File: src/rtl/decode_ctrl_stage.sv
// Registered decode stage between fetch and execute.
// Turns a 16-entry opcode set into a registered control bundle behind a
// valid/ready handshake. It also inserts load-use bubbles, holds execute for
// multi-cycle multiplies, squashes the branch shadow and flags illegal opcodes.
module decode_ctrl_stage #(
    parameter int unsigned OPW         = 4,
    parameter int unsigned RW          = 2,
    parameter int unsigned MUL_CYCLES  = 2,
    parameter int unsigned FLUSH_SLOTS = 1,
    parameter int unsigned HAZARD_EN   = 1
) (
    input  logic          clk,
    input  logic          reset_n,
    input  logic          i_valid,
    input  logic [OPW-1:0] i_opcode,
    input  logic [RW-1:0] i_rd,
    input  logic [RW-1:0] i_rs1,
    input  logic [RW-1:0] i_rs2,
    input  logic          i_ex_ready,
    output logic          o_ready,
    output logic          o_valid,
    output logic [1:0]    o_alufunc,
    output logic          o_branch,
    output logic          o_flush,
    output logic          o_regwrite,
    output logic          o_memwrite,
    output logic          o_memtoreg,
    output logic          o_immediate,
    output logic          o_forward,
    output logic [RW-1:0] o_rd,
    output logic          o_illegal,
    output logic          o_busy
);

    // The counter must hold either the multiply hold count or the flush count.
    localparam int unsigned CNT_MAX = (MUL_CYCLES > FLUSH_SLOTS) ? MUL_CYCLES : FLUSH_SLOTS;
    localparam int unsigned CW      = (CNT_MAX < 2) ? 1 : $clog2(CNT_MAX + 1);

    // Opcode map (low four bits)
    localparam logic [3:0] OP_LDA     = 4'h0;
    localparam logic [3:0] OP_STA     = 4'h1;
    localparam logic [3:0] OP_CAL_ADD = 4'h2;
    localparam logic [3:0] OP_CAL_SUB = 4'h3;
    localparam logic [3:0] OP_CAL_MUL = 4'h4;
    localparam logic [3:0] OP_CAL_SLT = 4'h5;
    localparam logic [3:0] OP_IMM_ADD = 4'h6;
    localparam logic [3:0] OP_IMM_SUB = 4'h7;
    localparam logic [3:0] OP_IMM_MUL = 4'h8;
    localparam logic [3:0] OP_BAF_IMM = 4'h9;
    localparam logic [3:0] OP_BAF_REG = 4'hA;
    localparam logic [3:0] OP_NONE    = 4'hF;

    // Control bundle, most significant field first
    typedef struct packed {
        logic [1:0] alufunc;
        logic       branch;
        logic       flush;
        logic       regwrite;
        logic       memwrite;
        logic       memtoreg;
        logic       immediate;
        logic       forward;
    } ctrl_t;

    typedef enum logic [1:0] {
        ST_RUN      = 2'd0,
        ST_MUL_WAIT = 2'd1,
        ST_FLUSH    = 2'd2
    } state_t;

    // Registered state
    state_t          state;
    logic [CW-1:0]   cnt;
    ctrl_t           ctrl_q;
    logic            valid_q;
    logic [RW-1:0]   rd_q;
    logic            illegal_q;

    // Next-state values
    state_t          state_nx;
    logic [CW-1:0]   cnt_nx;
    ctrl_t           ctrl_nx;
    logic            valid_nx;
    logic [RW-1:0]   rd_nx;
    logic            illegal_nx;

    // Decoder results
    logic [3:0]      op_lo;
    logic            op_hi_set;
    ctrl_t           dec_ctrl;
    logic            dec_legal;
    logic            dec_mul;
    logic            dec_branch;
    logic            reads_rs1;
    logic            reads_rs2;

    logic            hazard;
    logic            ready_c;
    logic            accept;

    assign op_lo     = i_opcode[3:0];
    assign op_hi_set = (i_opcode >> 4) != '0;

    // Opcode decode into control bundle plus register-read and sequencing flags
    always_comb begin
        dec_ctrl   = '0;
        dec_legal  = 1'b0;
        dec_mul    = 1'b0;
        dec_branch = 1'b0;
        reads_rs1  = 1'b0;
        reads_rs2  = 1'b0;
        if (!op_hi_set) begin
            case (op_lo)
                OP_LDA: begin
                    dec_ctrl  = ctrl_t'(9'b00_0010111);
                    dec_legal = 1'b1;
                end
                OP_STA: begin
                    dec_ctrl  = ctrl_t'(9'b00_0001010);
                    dec_legal = 1'b1;
                    reads_rs1 = 1'b1;
                end
                OP_CAL_ADD, OP_CAL_SUB, OP_CAL_MUL, OP_CAL_SLT: begin
                    dec_ctrl  = ctrl_t'({2'(op_lo - OP_CAL_ADD), 7'b0010001});
                    dec_legal = 1'b1;
                    dec_mul   = (op_lo == OP_CAL_MUL);
                    reads_rs1 = 1'b1;
                    reads_rs2 = 1'b1;
                end
                OP_IMM_ADD, OP_IMM_SUB, OP_IMM_MUL: begin
                    dec_ctrl  = ctrl_t'({2'(op_lo - OP_IMM_ADD), 7'b0010011});
                    dec_legal = 1'b1;
                    dec_mul   = (op_lo == OP_IMM_MUL);
                    reads_rs1 = 1'b1;
                end
                OP_BAF_IMM: begin
                    dec_ctrl   = ctrl_t'(9'b01_1100010);
                    dec_legal  = 1'b1;
                    dec_branch = 1'b1;
                    reads_rs1  = 1'b1;
                end
                OP_BAF_REG: begin
                    dec_ctrl   = ctrl_t'(9'b01_1100000);
                    dec_legal  = 1'b1;
                    dec_branch = 1'b1;
                    reads_rs1  = 1'b1;
                    reads_rs2  = 1'b1;
                end
                OP_NONE: begin
                    dec_ctrl  = '0;
                    dec_legal = 1'b1;
                end
                default: begin
                    dec_ctrl  = '0;
                    dec_legal = 1'b0;
                end
            endcase
        end
    end

    // Load-use hazard: the load in the output register feeds a source the incoming op reads
    always_comb begin
        hazard = 1'b0;
        if ((HAZARD_EN != 0) && valid_q && ctrl_q.memtoreg && ctrl_q.regwrite) begin
            hazard = (reads_rs1 && (rd_q == i_rs1)) || (reads_rs2 && (rd_q == i_rs2));
        end
    end

    assign ready_c = i_ex_ready && (state != ST_MUL_WAIT) && !hazard;
    assign accept  = i_valid && ready_c;

    // Next-state and next-output selection; a bubble is the default update
    always_comb begin
        state_nx   = state;
        cnt_nx     = cnt;
        ctrl_nx    = '0;
        valid_nx   = 1'b0;
        rd_nx      = '0;
        illegal_nx = 1'b0;
        case (state)
            ST_RUN: begin
                if (accept) begin
                    if (dec_legal) begin
                        ctrl_nx  = dec_ctrl;
                        valid_nx = 1'b1;
                        rd_nx    = i_rd;
                        if (dec_mul && (MUL_CYCLES > 1)) begin
                            state_nx = ST_MUL_WAIT;
                            cnt_nx   = CW'(MUL_CYCLES - 1);
                        end
                        if (dec_branch && (FLUSH_SLOTS > 0)) begin
                            state_nx = ST_FLUSH;
                            cnt_nx   = CW'(FLUSH_SLOTS);
                        end
                    end else begin
                        illegal_nx = 1'b1;
                    end
                end
            end
            ST_MUL_WAIT: begin
                cnt_nx = cnt - CW'(1);
                if (cnt == CW'(1)) begin
                    state_nx = ST_RUN;
                end
            end
            ST_FLUSH: begin
                if (accept) begin
                    cnt_nx = cnt - CW'(1);
                    if (cnt == CW'(1)) begin
                        state_nx = ST_RUN;
                    end
                end
            end
            default: begin
                state_nx = ST_RUN;
                cnt_nx   = '0;
            end
        endcase
    end

    // State and output registers; execute backpressure freezes everything
    always_ff @(posedge clk) begin
        if (!reset_n) begin
            state     <= ST_RUN;
            cnt       <= '0;
            ctrl_q    <= '0;
            valid_q   <= 1'b0;
            rd_q      <= '0;
            illegal_q <= 1'b0;
        end else if (i_ex_ready) begin
            state     <= state_nx;
            cnt       <= cnt_nx;
            ctrl_q    <= ctrl_nx;
            valid_q   <= valid_nx;
            rd_q      <= rd_nx;
            illegal_q <= illegal_nx;
        end
    end

    assign o_ready     = ready_c;
    assign o_valid     = valid_q;
    assign o_alufunc   = ctrl_q.alufunc;
    assign o_branch    = ctrl_q.branch;
    assign o_flush     = ctrl_q.flush;
    assign o_regwrite  = ctrl_q.regwrite;
    assign o_memwrite  = ctrl_q.memwrite;
    assign o_memtoreg  = ctrl_q.memtoreg;
    assign o_immediate = ctrl_q.immediate;
    assign o_forward   = ctrl_q.forward;
    assign o_rd        = rd_q;
    assign o_illegal   = illegal_q;
    assign o_busy      = (state != ST_RUN);

endmodule

File: config.mk
export PLATFORM = sky130hd
export DESIGN_NAME = decode_ctrl_stage
export DESIGN_NICKNAME = d
export VERILOG_FILES = /design/src/rtl/decode_ctrl_stage.sv
export SDC_FILE = /design/constraint.sdc
export NUM_CORES = 1
export LEC_CHECK = 0
export ABC_AREA = 1
export CAP_MARGIN = 20
export CORE_ASPECT_RATIO = 0.6
export CORE_MARGIN = 4
export CORE_UTILIZATION = 42
export DETAILED_ROUTE_END_ITERATION = 16
export PLACE_DENSITY_LB_ADDON = 0.25
export SYNTH_ARGS = -nofsm -noshare
export SYNTH_HDL_FRONTEND = slang
export SYNTH_SLANG_ARGS = --single-unit
File: constraint.sdc
create_clock -name clk -period 1.4 [get_ports clk]
set_clock_uncertainty 0.05 [all_clocks]
set_input_delay 0.21 -clock clk [delete_from_list [all_inputs] [get_ports clk]]
set_output_delay 0.21 -clock clk [all_outputs]
set_load 0.05 [all_outputs]
## After elaboration in Yosys (flattened, before gate mapping)

Index checks and enable logic that the tools add are counted.

- $add $sub $neg: 3
- Eq/ne operators: 21
- Multiplexer cells: 31
- Reductions and logical operators: 19

Operators with widths:

| operator | number |
|---|---|
| one-hot mux 9 bit (6 select lines) | 1 |
| two-way mux 9 bit | 3 |
| two-way mux 2 bit | 13 |
| == test 4 x 3 -> 1 bit, second input constant | 4 |
| == test 4 bit, second input constant | 4 |
| one-hot mux 2 bit (3 select lines) | 2 |
| OR reduction 12 bit | 1 |
| two-way mux 1 bit | 11 |
| OR reduction 10 bit | 1 |
| == test 4 x 2 -> 1 bit, second input constant | 2 |
| logical AND 1 bit | 7 |
| != test 2 bit, second input constant | 3 |
| AND reduction 5 bit | 1 |
| OR reduction 5 bit | 1 |
| == test 2 x 1 -> 1 bit, second input constant | 2 |
| == test 2 bit | 2 |
| == test 4 x 1 -> 1 bit, second input constant | 1 |
| zero test 4 bit | 1 |
| OR reduction 4 bit | 1 |
| subtractor 2 bit, second input constant | 2 |
| != test 3 bit, second input constant | 1 |
| OR reduction 3 bit | 1 |
| == test 2 bit, second input constant | 1 |
| zero test 2 bit | 1 |
| other kinds (7) | 7 |

- Bits in registers: 17
- Input bits: 14
- Output and inout bits: 15
- Word-level logic and storage cells: 87

## Longest topological paths before layout

- Word-level depth: 11
- Mapped depth: 13
- Gate-level depth less buffers: 12

## Least setup slack after synthesis

No wires, ideal clock.

- Kind: register to output
- Start: reg rd_q[1] (netlist: o_rd[1])
- End: out o_ready
- Data arrival time: 2.140 ns
- Required time: 1.140 ns
- Setup slack: -1.000 ns
- Stages on the path, launching flop included: 7
- Path buffers: 0
- Cell sequence: dfxtp_1 > inv_1 > nand2_1 > nand2_1 > nand3_1 > nand2_1 > a21boi_0

- Word-level cells in the longest chain between the ends: 6
- Elaborated cells between the ends (all ways): 8
- Those cells by class: eq/ne (2); mux (1); reduce/logical (5)

Ends and longest elaborated chain:

| element | line | source |
|---|---|---|
| start: declaration | 76 | `logic [RW-1:0] rd_q;` |
| start signal: assignment | 235 | `rd_q <= rd_nx;` |
| == test 2 bit | 165 | `hazard = (reads_rs1 && (rd_q == i_rs1)) \|\| (reads_rs2 && (rd_q == i_rs2));` |
| logical AND 1 bit | 165 |  |
| logical OR 1 bit * | 165 |  |
| two-way mux 1 bit * | 164 | `if ((HAZARD_EN != 0) && valid_q && ctrl_q.memtoreg && ctrl_q.regwrite) begin` |
| zero test 1 bit * | 169 | `assign ready_c = i_ex_ready && (state != ST_MUL_WAIT) && !hazard;` |
| logical AND 1 bit * | 169 |  |
| end: declaration | 20 | `output logic o_ready,` |

Mark *: on every way between the ends. The rest lies on a longest branch, timed or not.

## Worst setup path after layout

- Start: in i_rs2[0]
- End: reg state[1]

- Word-level cells in the longest chain between the ends: 9
- Elaborated cells between the ends (all ways): 10
- Those cells by class: eq/ne (3); mux (1); reduce/logical (6)

Ends and longest elaborated chain:

| element | line | source |
|---|---|---|
| start: declaration | 18 | `input logic [RW-1:0] i_rs2,` |
| == test 2 bit * | 165 |  |
| logical AND 1 bit * | 165 |  |
| logical OR 1 bit * | 165 |  |
| two-way mux 1 bit * | 164 |  |
| zero test 1 bit * | 169 |  |
| logical AND 1 bit * | 169 |  |
| logical AND 1 bit * | 170 | `assign accept = i_valid && ready_c;` |
| != test 2 bit (no source line) | -- |  |
| AND reduction 5 bit (no source line) * | -- |  |
| end signal: assignment | 231 | `state <= state_nx;` |
| end: declaration | 72 | `state_t state;` |

Marks and branches as above.
A chain may end at the register's enable or synchronous reset.

==> out/qor.txt <==
CP Data Required Time - 1.55 ns
Worst-Margin Slew - 0.455 ns
Startpoint Class - primary input
Synth Net Count - 175
TNS Setup - -3.93 ns
Die Area - 0.00332 sq mm
R2R Setup Slk - -0.27 ns
Mapped Cells - 156
GRT Residual Overflow - 0
Hold Crit Depth - 3
Max-Cap Viols - 0
Flop and latch count out of synthesis - 15
CTS buffer count - 3
Worst-path clk slew - 0.07 ns
Final Max Tran Viols - 0
Initial core utilization - 0.457
Sequential area share after synthesis - 0.293
Hold_buf cts - 0
Post-DP HPWL - 2370 um
Syn-to-layout area delta - 93.2%
CTS Buffer Depth - 2
Hold Crit Class - primary input to flop
CTS tree - built
P_leak - 0.851 nW
CTS sink cnt - 15
Pre-CTS WS - -0.561 ns
Primary FF master, synth - dfxtp_1
FMAX - 0.582 GHz
Mean post-synth cell area - 6.57 sq um
Vias in the first global route - 1300
Gr usage total - 0.257
Failing checks - negative setup slack
Largest net degree at the start of global routing - 12
Crit path time final - 1.72 ns
Ys Warns - 0
Adder-cell share of the synthesized area - 0.0611
Global-route wire length before repair - 6230 um
Mapped Area - 0.00102 sq mm
Min setup slack post-route - -0.318 ns
Reg2reg path depth - 10
# port buffers - 28
Chip Height - 46.3 um
I/O pin total - 29
Vias/cell - 5.88
Nets - 232
Post-synthesis xor/xnor area fraction - 0.00855
# diodes - 0
Setup CP Type - primary input to flop
Hold EP - o_rd[0]$_SDFFE_PN0P_
Routed wire per std cell - 20.4 um
Clk_lat worst skew - 0.27 ns
H-tree levels - 1
Post-synth EDFFs - 0
Area share of and/or/nand/nor cells after synthesis - 0.383
Most frequent cells in the layout - buf_4 (28), nand2_1 (27), buf_12 (15)
Reg-to-reg critical path startpoint - state[1]$_SDFFE_PN0P_
Commonest non-fill, non-tap cell in the layout - buf_4
Worst rel slew slack - 0.696
Leading area contributor after synthesis - dfxtp_1
Pwr/cell area - 733 mW/mm^2
Mux cell area share after synthesis - 0
Final period utilization - 1.23
Run status - finished with violations
Synth cell types - 31
Row cnt - 13
Main combinational cell family by area after synthesis - simple AND/OR/NAND/NOR gates
Compound-gate portion of the synthesized area - 0.121
Worst setup startpoint - i_rs2[0]
RSZ-0062 raised after global routing - true
DRC Markers - 0
Routed wire length - 4940 um
Final core occ - 0.882
WHS - 0.437 ns
GP Congestion - 0.876
RR Endpoint - state[1]$_SDFFE_PN0P_
Final setup fails - 17
Via count - 1424
Synth top area share - 0.293
Core footprint - 0.00224 sq mm
Power, Total - 0.00145 W
TritonRoute pass-1 iters - 5
Ratio of cells with drive above 1 in the final layout - 0.561
Area contributors post-synth - dfxtp_1 (29%), nand2_1 (14%), a21oi_1 (7.3%)
CP endpoint kind - flop
Die X - 71.8 um
# fillers - 98
Hold Path Origin - i_rd[0]
Detail Route Antenna Nets - 0
Initial antenna violation count - 0
CP Max Fanout - 7
Worst vdd ir - 0.598 mV
Async set-reset flop share out of synthesis - 0
Fin. Hold Viols - 0
Initial DRC Count - 187
CTS root buffer - clkbuf_8
Critical Path AT - 1.87 ns
-- sequential cells by signal (all words and copies together) (netlist names), 2 cells and up --
| name | flops |
|---|---|
| state | 2 |
| cnt | 2 |
| o_rd | 2 |
| o_alufunc | 2 |
-- kinds of logic after synthesis --
kind of cell,Yosys count
simple gates,83
buf+inv,30
compound gates,22
flops,15
fa+ha+maj,5
xor+xnor,1
-- cells in the mapped netlist (2+ instances only) --
| cell | n |
|---|---|
| nand2_1 | 39 |
| inv_1 | 19 |
| nor2_1 | 19 |
| a21oi_1 | 15 |
| dfxtp_1 | 15 |
| nand3_1 | 10 |
| ha_1 | 5 |
| nand2_2 | 4 |
| a21oi_2 | 2 |
| buf_4 | 2 |
| buf_6 | 2 |
| clkbuf_1 | 2 |
| clkinv_1 | 2 |
| inv_2 | 2 |
| or2_2 | 2 |
-- area by class of cell --
type | count | area [sq um] | area share
clock inverter | 1 | 5.00 | 0.00253
timing repair buffer | 59 | 663 | 0.335
clock buffer | 3 | 41.3 | 0.0209
inverter | 23 | 97.6 | 0.0493
multi-input combinational | 111 | 813 | 0.411
tap | 30 | 37.5 | 0.0190
sequential | 15 | 322 | 0.162
-- critical path: stages --
cell,delay (ns)
clkdlybuf4s50_1,0.47
xnor2_1,0.26
nand3_2,0.13
nand2_4,0.10
buf_6,0.10
nand2_4,0.06
nand3_4,0.15
nand2_8,0.11
nand3_2,0.09
nand2_1,0.08
nor2_1,0.11
-- worst max path at each step --
stage | slack, ns | end | cells after the start
floorplan | -0.08 | state[1]$_SDFFE_PN0P_ | 8
global placement | -0.49 | state[0]$_SDFFE_PN0P_ | 11
detailed placement | -0.56 | state[1]$_SDFFE_PN0P_ | 11
CTS | -0.21 | o_ready | 6
global route | -0.35 | state[1]$_SDFFE_PN0P_ | 11
finish | -0.32 | state[1]$_SDFFE_PN0P_ | 11
-- per-stage QoR --
| stage | instance area, sq um | instances |
|---|---|---|
| floorplan | 1090 | 156 |
| global placement | 1640 | 226 |
| detailed placement | 1640 | 226 |
| CTS | 1860 | 238 |
| global route | 1980 | 242 |
| finish | 1980 | 242 |
-- report_power, final --
part | leakage (nW) | switching (W) | internal [W] | total (W)
Combinational | 0.700 | 0.000345 | 0.000266 | 0.000611
Clock | 0.0255 | 0.000187 | 0.000199 | 0.000386
Sequential | 0.126 | 0.0000173 | 0.000436 | 0.000453
-- what timing repair did --
| item | CTS | global route |
|---|---|---|
| setup buffers | 8 | 5 |
| pin swaps | 13 | 15 |
| setup endpoints to repair | 17 | 17 |
| gates resized for setup | 42 | 27 |
-- routing by layer --
metal  vias up  routed length [um]  GRT usage
li1        598                   -          -
met1       635                1860      0.304
met2       135                2080      0.443
met3        56                 643     0.0871
met4         0                 359     0.0861
met5         -                   0          0
Power figures use the tool's default switching activity.
